===== config.mk =====
export PLATFORM = sky130hd
export DESIGN_NAME = inst_queue
export DESIGN_NICKNAME = d
export VERILOG_FILES = /design/src/rtl/inst_queue_pkg.sv /design/src/rtl/inst_queue.sv
export SDC_FILE = /design/constraint.sdc
export NUM_CORES = 2
export LEC_CHECK = 0
export CORE_ASPECT_RATIO = 1.5
export CORE_MARGIN = 2
export CORE_UTILIZATION = 35
export CTS_BUF_LIST = sky130_fd_sc_hd__clkbuf_4 sky130_fd_sc_hd__clkbuf_8 sky130_fd_sc_hd__clkbuf_16
export DETAILED_ROUTE_END_ITERATION = 10
export PLACE_DENSITY = 0.54
export SLEW_MARGIN = 0
export SYNTH_ARGS = -nofsm -noshare
export SYNTH_HDL_FRONTEND = slang
export SYNTH_SLANG_ARGS = --single-unit

===== constraint.sdc =====
create_clock -name clk -period 12.7 [get_ports clk]
set_input_delay 3.81 -clock clk [delete_from_list [all_inputs] [get_ports clk]]
set_output_delay 3.81 -clock clk [all_outputs]
set_load 0.02 [all_outputs]

===== src/rtl/inst_queue_pkg.sv =====
`default_nettype none
// ============================================================================
//  Module      : inst_queue_pkg
//  Description : Shared CPU defines: issue modes, pop-count encodings and
//                default instruction-queue dimensions.
//  Revision    : 1.0 - initial release
// ============================================================================
package inst_queue_pkg;

  // Issue mode constants
  localparam int ISSUE_SINGLE = 0;
  localparam int ISSUE_DUAL   = 1;

  // Pop-count encodings presented by the issue stage
  typedef enum logic [1:0] {
    POP_NONE = 2'd0,
    POP_ONE  = 2'd1,
    POP_TWO  = 2'd2
  } pop_cnt_e;

  // Default instruction-queue dimensions
  localparam int CPU_IQ_DEPTH = 16;
  localparam int CPU_INST_W   = 32;
  localparam int CPU_PC_W     = 32;

  // Number of set bits in a 2-bit slot-valid vector
  function automatic logic [1:0] popcount2(input logic [1:0] v);
    return {1'b0, v[0]} + {1'b0, v[1]};
  endfunction

endpackage
`default_nettype wire


===== src/rtl/inst_queue.sv =====
`default_nettype none
// ============================================================================
//  Module      : inst_queue
//  Description : Dual-push / dual-pop circular instruction queue between
//                fetch and issue. Registered outputs, no bypass.
//                Optional macro INST_QUEUE_DS_KEEP_EN enables keeping the
//                delay-slot entry on flush (flush_i with flush_keep_i).
//  Revision    : 1.0 - initial release
// ============================================================================
module inst_queue
  import inst_queue_pkg::*;
#(
  parameter int DEPTH  = CPU_IQ_DEPTH,
  parameter int INST_W = CPU_INST_W,
  parameter int PC_W   = CPU_PC_W
) (
  input  logic                       clk,
  input  logic                       rst,
  input  logic                       flush_i,
  input  logic                       flush_keep_i,
  input  logic [1:0]                 push_valid_i,
  input  logic [INST_W-1:0]          push_inst0_i,
  input  logic [INST_W-1:0]          push_inst1_i,
  input  logic [PC_W-1:0]            push_pc0_i,
  input  logic [PC_W-1:0]            push_pc1_i,
  output logic                       push_ready_o,
  input  logic [1:0]                 pop_cnt_i,
  output logic [1:0]                 out_valid_o,
  output logic [INST_W-1:0]          out_inst0_o,
  output logic [INST_W-1:0]          out_inst1_o,
  output logic [PC_W-1:0]            out_pc0_o,
  output logic [PC_W-1:0]            out_pc1_o,
  output logic [$clog2(DEPTH):0]     count_o,
  output logic                       empty_o,
  output logic                       full_o
);

  localparam int PTR_W = $clog2(DEPTH);
  localparam int CNT_W = PTR_W + 1;

  logic [INST_W-1:0] inst_mem [DEPTH];
  logic [PC_W-1:0]   pc_mem   [DEPTH];

  logic [PTR_W-1:0]  head;
  logic [PTR_W-1:0]  tail;
  logic [CNT_W-1:0]  count;

  logic [CNT_W-1:0]  free_cnt;
  logic [1:0]        pop_req;
  logic [1:0]        pop_eff;
  logic [1:0]        push_eff;
  logic [PTR_W-1:0]  tail_p1;
  logic [PTR_W-1:0]  head_p1;
  logic [PTR_W-1:0]  keep_idx;
  logic              keep_hit;
  logic [INST_W-1:0] wr_inst_a;
  logic [PC_W-1:0]   wr_pc_a;

  assign free_cnt     = CNT_W'(DEPTH) - count;
  assign push_ready_o = (free_cnt >= CNT_W'(2));

  // Pop request saturates at two, then is clamped to the current occupancy
  always_comb begin
    pop_req = pop_cnt_i;
    if (pop_cnt_i == 2'd3) pop_req = POP_TWO;
    pop_eff = pop_req;
    if (CNT_W'(pop_req) > count) pop_eff = count[1:0];
  end

  assign push_eff = push_ready_o ? popcount2(push_valid_i) : 2'd0;

  // Compaction: the first valid slot always lands at tail
  assign wr_inst_a = push_valid_i[0] ? push_inst0_i : push_inst1_i;
  assign wr_pc_a   = push_valid_i[0] ? push_pc0_i   : push_pc1_i;

  assign tail_p1  = tail + PTR_W'(1);
  assign head_p1  = head + PTR_W'(1);
  assign keep_idx = head + PTR_W'(pop_eff);

`ifdef INST_QUEUE_DS_KEEP_EN
  // The surviving entry is the oldest one left after this cycle's pop
  assign keep_hit = flush_keep_i && (count > CNT_W'(pop_eff));
`else
  // Keep request has no effect in this build; every flush empties the queue
  assign keep_hit = flush_keep_i & 1'b0;
`endif

  // Storage writes: pushes at tail, or relocation of the kept entry to slot 0
  always_ff @(posedge clk) begin
    if (!rst) begin
      if (flush_i) begin
        if (keep_hit) begin
          inst_mem[0] <= inst_mem[keep_idx];
          pc_mem[0]   <= pc_mem[keep_idx];
        end
      end else begin
        if (push_eff != 2'd0) begin
          inst_mem[tail] <= wr_inst_a;
          pc_mem[tail]   <= wr_pc_a;
        end
        if (push_eff == 2'd2) begin
          inst_mem[tail_p1] <= push_inst1_i;
          pc_mem[tail_p1]   <= push_pc1_i;
        end
      end
    end
  end

  // Pointer and occupancy update; rst beats flush, flush beats push/pop
  always_ff @(posedge clk) begin
    if (rst) begin
      head  <= '0;
      tail  <= '0;
      count <= '0;
    end else if (flush_i) begin
      head  <= '0;
      tail  <= keep_hit ? PTR_W'(1) : '0;
      count <= keep_hit ? CNT_W'(1) : '0;
    end else begin
      head  <= head + PTR_W'(pop_eff);
      tail  <= tail + PTR_W'(push_eff);
      count <= count - CNT_W'(pop_eff) + CNT_W'(push_eff);
    end
  end

  // Registered-state view of head and head+1; invalid slots read as zero
  always_comb begin
    out_valid_o[0] = (count >= CNT_W'(1));
    out_valid_o[1] = (count >= CNT_W'(2));
    out_inst0_o    = out_valid_o[0] ? inst_mem[head]    : '0;
    out_pc0_o      = out_valid_o[0] ? pc_mem[head]      : '0;
    out_inst1_o    = out_valid_o[1] ? inst_mem[head_p1] : '0;
    out_pc1_o      = out_valid_o[1] ? pc_mem[head_p1]   : '0;
  end

  assign count_o = count;
  assign empty_o = (count == '0);
  assign full_o  = (count == CNT_W'(DEPTH));

endmodule
`default_nettype wire


==> flow_summary.ini <==
[timing]
fin_crit_ns = 9.627
fin_skew_ns = 0.04086
setup_violations = 0
fmax_ghz = 0.1039
tns_ns = 0
slew-limit-headroom_pct = 16.14
worstMarginPinSlew_ns = 1.255
rsz0062_at_grt = no
timing.final.ws_setup_ns = 3.073
report.final.slew_viol_count = 0
hold_viol_final = 0
timing.final.crit_share_pct = 75.80

[synthesis]
synthMostInstantiatedCell = mux2_2
yosysTopAreaCell = edfxtp_1
yosysWarningCount = 0
yosysTopAreaCellShare_pct = 50.49
synthTopCellsByCount = 1,041 x mux2_2, 1,024 x edfxtp_1, 512 x mux4_2
synthArstFlopShare_pct = 0
synth_seq_cells = 1037
synth_area_leaders = edfxtp_1 50%, mux2_2 19%, mux4_2 19%
synth.distinct_cells = 42
synthCells = 3603
avgSynthCellArea_um2 = 16.90
synth_edf_count = 1024
ys_seq_area_share_pct = 50.91
syn_nets = 3764
ys.flop_type = edfxtp_1
synthesis.area_mm2 = 0.06091

[clock_tree]
ctsResizeCount = 0
h-tree-depth = 3
clk_pin_slew_worst_paths_ns = 0.07
cts_buffers = 113
root_buffer = clkbuf_16
post_cts_buffers = 0
cts.sinks = 1037
clock_path_buffers = 3
cts_tree = done
clkLatencyLatePin_ns = 0.75
hold_buffers = 0

[finish]
nFillCells = 15840
area_delta_synth_final_pct = 13.64
fin_util_pct = 40.03
drive_above_1_share_pct = 49.69
final_nets = 3816

[floorplanning]
die_area_mm2 = 0.1774
initial_core_util_pct = 35.23
ios = 274
fp.dieW_um = 344.6
num_rows = 187
die_y_um = 514.9
core_mm2 = 0.1729

[worst_hold_path]
hp-class = reg2reg

[drt]
vias = 36740
wl_per_cell_um = 35.10
avgViaCountPerCell = 6.100
drt_iter0_drc = 3070
drc = 0
routed_wl_um = 211400
postRouteAntennaNets = 0
first_pass_iters = 5

[setup_path]
crit_required_ns = 8.89
worstSetupStartpointType = flip-flop
cp-end-kind = output port
cp.arrival_ns = 5.82
crit_fanout = 53
crit_type = reg2out

[grt]
grt_pass1_wl_um = 296900
grt_pass1_vias = 38900
antenna_found_initial = 17
overflow = 0
grt_max_degree = 118
track_usage_pct = 23.66

[placement]
finalWeightedCongestion = 0.7383
hpwlAfterDp_um = 117100
io_buffers = 272
place_ws_ns = 3.728

[power_and_ir_drop]
p_total_mw = 11.27
pwr-share-comb_pct = 35.3
seqPwrFrac_pct = 34.7
p_sw_mw = 3.863
peakVddDrop_v = 0.0001661
p_int_mw = 7.403
p_leak_nw = 20.95
clkPwrFrac_pct = 30.0
powerDensity_mw_per_mm2 = 162.8
netSwitchingFraction_pct = 34.29

[status]
status = completed

[job]
cap_violations = 0
==> state kept, by name, summed over array words and instances (netlist names) <==
signal	count
count_o	5
head	4
inst_mem	512
pc_mem	512
tail	4
==> cell families after synthesis <==
group | synth area share, %
multiplexers | 41.20
flip-flops | 50.91
AO/OA/AOI/OAI | 2.979
buffers and inverters | 3.264
XOR/XNOR | 0.1294
AND/OR/NAND/NOR | 0.9491
adder cells (fa/ha/maj) | 0.5629
==> final cells by class <==
class,instances,area [µm²],share of cell area (%)
Antenna cell,3,7.507,0.01085
Multi-Input combinational cell,2126,28160,40.68
Tap cell,2268,2838,4.100
Inverter,18,67.56,0.09762
Timing Repair Buffer,359,3423,4.946
Sequential cell,1037,31020,44.81
Clock inverter,73,651.9,0.9418
Clock buffer,138,3050,4.407
==> stage by stage <==
step	cell area [µm²]	instances	hold slack, ns
after floorplan	60910	3603	0.5684
after global placement	65510	5808	0.6408
after detailed placement	65510	5808	0.6505
after CTS	69210	6019	0.6614
after global routing	69210	6021	0.7154
final	69220	6022	0.6751
==> routing by layer <==
layer	vias up	wire length, µm	global-route usage (%)	share of wire, %
met5	-	109	0	0.052
li1	15080	-	-	-
met2	1258	108800	41.56	51
met1	20080	84860	30.02	40
met4	18	6106	7.159	2.9
met3	304	11550	3.300	5.5
==> worst max-delay path, stage by stage, from the launching register on <==
cell and delay (ns):
dfxtp_4 0.82, buf_4 0.81, buf_4 0.76, buf_4 0.77, mux4_2 0.59, mux2i_1 0.25, o22ai_1 0.22, clkdlybuf4s50_1 0.64
==> path summary, 6_finish.rpt <==
path | start | end | slack [ns] | cells past startpoint
worst max register to register | count_o[1] | inst_mem[7][26] | 7.27 | 9
worst min register to register | tail[3] | tail[3] | 0.68 | 2
worst min-delay path | tail[3] | tail[3] | 0.68 | 2
worst max-delay path | head[0] | out_pc1_o[8] | 3.07 | 7
==> layout by cell type, fill, tap and decap left out, types with 7 or more instances in the layout <==
cell type / n
a21oi_1: 69
a22oi_1: 128
buf_4: 84
bufinv_16: 10
clkbuf_16: 115
clkbuf_4: 23
clkdlybuf4s50_1: 271
clkinv_1: 32
clkinv_2: 19
dfxtp_1: 11
edfxtp_1: 1024
ha_1: 20
inv_1: 18
mux2_1: 48
mux2_2: 1041
mux2i_1: 130
mux4_2: 512
nand2b_1: 7
nand4_4: 8
nor2_1: 17
nor2_4: 14
nor2b_1: 7
o22ai_1: 65
==> power by group through the flow <==
| stage | Combinational [mW] | Clock (mW) | Sequential (mW) |
|---|---|---|---|
| global placement | 4.00 | 0 | 3.98 |
| floorplan | 2.28 | 0 | 3.96 |
| detailed placement | 4.01 | 0 | 3.98 |
| CTS | 4.03 | 3.44 | 3.91 |
| finish | 3.98 | 3.38 | 3.91 |
| global route | 4.20 | 3.55 | 3.92 |
No activity file was read; power rests on OpenSTA's default activity.
